**src/rtl/pipe_pkg.sv**
```systemverilog
// Shared defaults for the elastic pipeline register family.
// Holds the default data width, reset value and the occupancy-count width helper.
package pipe_pkg;

    localparam int          PIPE_WIDTH     = 32;
    localparam logic [31:0] PIPE_RESET_VAL = 32'h0000_0000;

    // Bits needed to hold 0..depth inclusive.
    function automatic int cnt_width(input int depth);
        return (depth < 1) ? 1 : $clog2(depth + 1);
    endfunction

endpackage

```
**src/rtl/pipe_data_stage.sv**
```systemverilog
// One valid/data slice of the elastic pipeline; 1-cycle register, loads on rdy.
// Holds v and d when rdy is low; flush clears v but keeps d.
module pipe_data_stage
    import pipe_pkg::*;
#(
    parameter int               WIDTH     = PIPE_WIDTH,
    parameter logic [WIDTH-1:0] RESET_VAL = WIDTH'(PIPE_RESET_VAL)
) (
    input  logic             CLK,
    input  logic             RST,
    input  logic             flush,
    input  logic             rdy,
    input  logic             prev_v,
    input  logic [WIDTH-1:0] prev_d,
    output logic             v,
    output logic [WIDTH-1:0] d
);

    always_ff @(posedge CLK) begin
        if (RST) begin
            v <= 1'b0;
            d <= RESET_VAL;
        end else if (flush) begin
            v <= 1'b0;
        end else if (rdy) begin
            v <= prev_v;
            // Data only moves with a real beat, so bubbles never toggle it.
            if (prev_v) begin
                d <= prev_d;
            end
        end
    end

endmodule

```
**src/rtl/pipe_data_reg.sv**
```systemverilog
// Elastic pipeline register: DEPTH stages, DEPTH-cycle fill latency, 1 beat/cycle.
// Combinational ready chain collapses bubbles; in_ready drops only when all stages are full and stalled.
module pipe_data_reg
    import pipe_pkg::*;
#(
    parameter int               WIDTH     = PIPE_WIDTH,
    parameter int               DEPTH     = 1,
    parameter logic [WIDTH-1:0] RESET_VAL = WIDTH'(PIPE_RESET_VAL),
    parameter int               CNT_W     = cnt_width(DEPTH)
) (
    input  logic             CLK,
    input  logic             RST,
    input  logic             flush,
    input  logic             in_valid,
    output logic             in_ready,
    input  logic [WIDTH-1:0] in_data,
    output logic             out_valid,
    input  logic             out_ready,
    output logic [WIDTH-1:0] out_data,
    output logic [CNT_W-1:0] count
);

    logic [DEPTH-1:0] v;
    logic [DEPTH-1:0] rdy;
    logic [WIDTH-1:0] d [DEPTH];
    logic             in_xfer;
    logic             out_xfer;

    // Walk from the head back toward the input so each stage sees its successor's ready.
    always_comb begin
        rdy            = '0;
        rdy[DEPTH-1]   = ~v[DEPTH-1] | out_ready;
        for (int k = DEPTH - 2; k >= 0; k--) begin
            rdy[k] = ~v[k] | rdy[k+1];
        end
    end

    for (genvar k = 0; k < DEPTH; k++) begin : g_stage
        logic             pv;
        logic [WIDTH-1:0] pd;

        if (k == 0) begin : g_first
            assign pv = in_valid;
            assign pd = in_data;
        end else begin : g_next
            assign pv = v[k-1];
            assign pd = d[k-1];
        end

        pipe_data_stage #(
            .WIDTH     (WIDTH),
            .RESET_VAL (RESET_VAL)
        ) u_stage (
            .CLK    (CLK),
            .RST    (RST),
            .flush  (flush),
            .rdy    (rdy[k]),
            .prev_v (pv),
            .prev_d (pd),
            .v      (v[k]),
            .d      (d[k])
        );
    end

    assign in_ready  = rdy[0] & ~flush;
    assign out_valid = v[DEPTH-1] & ~flush;
    assign out_data  = d[DEPTH-1];

    assign in_xfer   = in_valid & in_ready;
    assign out_xfer  = out_valid & out_ready;

    always_ff @(posedge CLK) begin
        if (RST || flush) begin
            count <= '0;
        end else if (in_xfer && !out_xfer) begin
            count <= count + CNT_W'(1);
        end else if (out_xfer && !in_xfer) begin
            count <= count - CNT_W'(1);
        end
    end

endmodule

```
**config.mk**
```make
export PLATFORM = sky130hd
export DESIGN_NAME = pipe_data_reg
export DESIGN_NICKNAME = d
export VERILOG_FILES = /design/src/rtl/pipe_pkg.sv /design/src/rtl/pipe_data_stage.sv /design/src/rtl/pipe_data_reg.sv
export SDC_FILE = /design/constraint.sdc
export NUM_CORES = 1
export LEC_CHECK = 0
export BUFFER_PORTS_ARGS = -buffer_cell sky130_fd_sc_hd__buf_4
export CAP_MARGIN = 30
export CORE_ASPECT_RATIO = 1.2
export CORE_MARGIN = 2
export CORE_UTILIZATION = 42
export CTS_CLUSTER_SIZE = 25
export DETAILED_ROUTE_END_ITERATION = 10
export HOLD_SLACK_MARGIN = 0.12
export PLACE_DENSITY = 0.7
export SLEW_MARGIN = 20
export SYNTH_ARGS = -nofsm -noshare
export SYNTH_HDL_FRONTEND = slang
export SYNTH_SLANG_ARGS = --single-unit
```
**constraint.sdc**
```tcl
create_clock -name CLK -period 1.3 [get_ports CLK]
set_input_delay 0.26 -clock CLK [delete_from_list [all_inputs] [get_ports CLK]]
set_output_delay 0.26 -clock CLK [all_outputs]
set_load 0.02 [all_outputs]
```
==> qor.yml <==
grt:
  antenna_found_initial: 0
  grt_pass1_vias: 1290
  grt_first_pass_wirelength_um: 5506
  grt_max_degree: 67
  grt-ovfl-total: 0
  grt.total_usage: 0.1704
power_and_ir_drop:
  ir_drop_mv: 0.7736
  power_density_nw_per_um2: 1049
  p_leak_uw: 0.001007
drt:
  routed_via_density: 4.615
  drc_errors: 0
  wire_per_inst_um: 12.84
  dr.pass1.iters: 3
  ant_nets: 0
  vias: 1283
  totalWireLength_um: 3569
  first_iter_violations: 42
worst_setup_path:
  end_kind: "output port"
  path_class: "reg -> out"
  critPathLaunchType: "flop"
  arrival_ps: 1020
  r2r_cells: 5
  cp.required_ps: 1040
  crit_fanout: 3
clock_tree:
  ctsHoldBuffers: 0
  clk_latency_ps: 290
  cts_max_level: 2
  cts_root_buf: "clkbuf_8"
  clock-sinks: 34
  cts_buffers: 5
  cts_tree: "yes"
  clk_pin_slew_ps: 70
  cts.path.max_buffers: 2
floorplan:
  die_h_um: 71.20
  std_cell_rows: 24
  core_um2: 3633
  initial_core_util: 0.4349
  dieWidth_um: 60.00
  io-pin-count: 72
  die-area_um2: 4271
timing:
  hold_viol: 0
  rsz0062_at_grt: "yes"
  period_share: 0.9813
  slew_viol_final: 0
  hold_ws_ps: 182.4
  worst_pin_slew_ps: 434.3
  fin_ws_ps: 24.36
  fmax_ghz: 0.7839
  setup_viol_count_final: 0
  clock_skew_ps: 8.836
  min_period_ps: 1276
  maxSlewHeadroom: 0.7105
cells_and_area:
  drive_gt1_frac: 0.3894
  fin_cells: 278
  register_area_um2: 681.9
  fillers: 317
  fin_util: 0.6305
  final_cell_area_um2: 2291
  synthToLayoutAreaGrowth_pct: 44.97
  antenna_cells: 0
  nets: 262
  multiInputGateArea_um2: 807.0
logic_synthesis:
  synth-seq-cells: 34
  async_reset_ff_frac: 0
  yosysTopAreaCell: "dfxtp_1"
  synthesis.nets: 189
  syn_inst: 152
  synth_ff_type: "dfxtp_1"
  yosysWarningCount: 0
  netlist_area_um2: 1580
  syn_area_per_cell_um2: 10.40
  yosysTopAreaCellShare: 0.4307
  yosysSeqAreaShare: 0.4307
  synth_enable_flop_cells: 0
  post-synth-top-count-cell: "nand2b_1"
  ys_top_cells_by_count: "nand2b_1, dfxtp_1, mux2i_1"
  synth_area_leaders: "dfxtp_1, nand2b_1, mux2i_1, buf_12, clkbuf_1"
  ys_types: 16
run_status:
  run_status: "complete, no violations"
flow_run:
  maxCapViolCount: 0
place:
  post-place-ws_ps: 42.24
  dpl_cell_area_um2: 2126
  dp.cells: 266
  gp_congestion: 0.6892
  dp_hpwl_um: 2527
  portBuffers: 71
worst_hold_path:
  min_path_type: "in -> reg"
  hold_path_depth: 2
-- sequential cells by signal, indices dropped and copies added (netlist names) --
register and flops:
g_stage.u_stage.v 1, count 1, g_stage.u_stage.d 32
-- cells in the final DEF, fill, tap and decap left out, drive strengths merged --
master,instances
clkinvlp,1
nand2b,64
clkbuf,8
buf,75
nor3b,1
clkinv,1
mux2i,32
dfxtp,34
and3b,1
nor3,2
nor2b,2
and2b,1
nor2,2
nor4b,1
o21ai,1
-- kinds of logic after synthesis --
family,Yosys count,share of synthesized area
buffers and inverters,11,0.06255
flip-flops,34,0.4307
multiplexers,32,0.2027
AO/OA/AOI/OAI,1,0.003164
AND/OR/NAND/NOR,74,0.3009
-- repair_timing --
item,4_1_cts,5_1_grt
resized for setup,1,1
gates cloned,0,2
buffers inserted,0,2
endpoints found under the setup margin,1,16
pin swaps,0,1
-- path summary, 6_finish.rpt --
path | start | end | slack [ps]
worst max-delay path | g_stage[0].u_stage.v | in_ready | 20
worst min-delay path | flush | g_stage[0].u_stage.v | 180
worst max register to register | g_stage[0].u_stage.v | g_stage[0].u_stage.d[20] | 60
worst min register to register | g_stage[0].u_stage.d[9] | g_stage[0].u_stage.d[9] | 480
-- stage by stage --
stage          setup TNS [ps]  total power [uW]
2_1_floorplan               0              1395
5_1_grt                -16.12              2509
6_report                    0              2403
3_3_place_gp                0              1571
3_5_place_dp                0              1588
4_1_cts                     0              2405
-- power breakdown --
part,switching [uW],internal (uW),total [uW],leakage (uW)
clock network,392,425,818,0.0000472
logic,201,257,458,0.000682
registers,30.3,1100,1130,0.000279
-- final cells by class --
cell class	instances	share of cell area
Tap cell	52	0.02840
Clock inverter	2	0.005461
Clock buffer	6	0.03605
Timing Repair Buffer	77	0.2802
Multi-Input combinational cell	107	0.3523
Sequential cell	34	0.2977
-- routing by layer --
layer  global-route usage  wire length (um)  up-vias
li1                     -                 -      634
met4              0.06667                56        0
met3              0.06764               243        7
met1               0.1767              1394      596
met5                    0                 0        -
met2               0.2983              1875       46
-- worst max-delay path, cell delays in order (launching register included) --
cell	delay [ps]
dfxtp_2	340
nor2b_4	180
nor2_1	60
buf_4	150
Note: power is estimated with default switching activity, not from simulation.
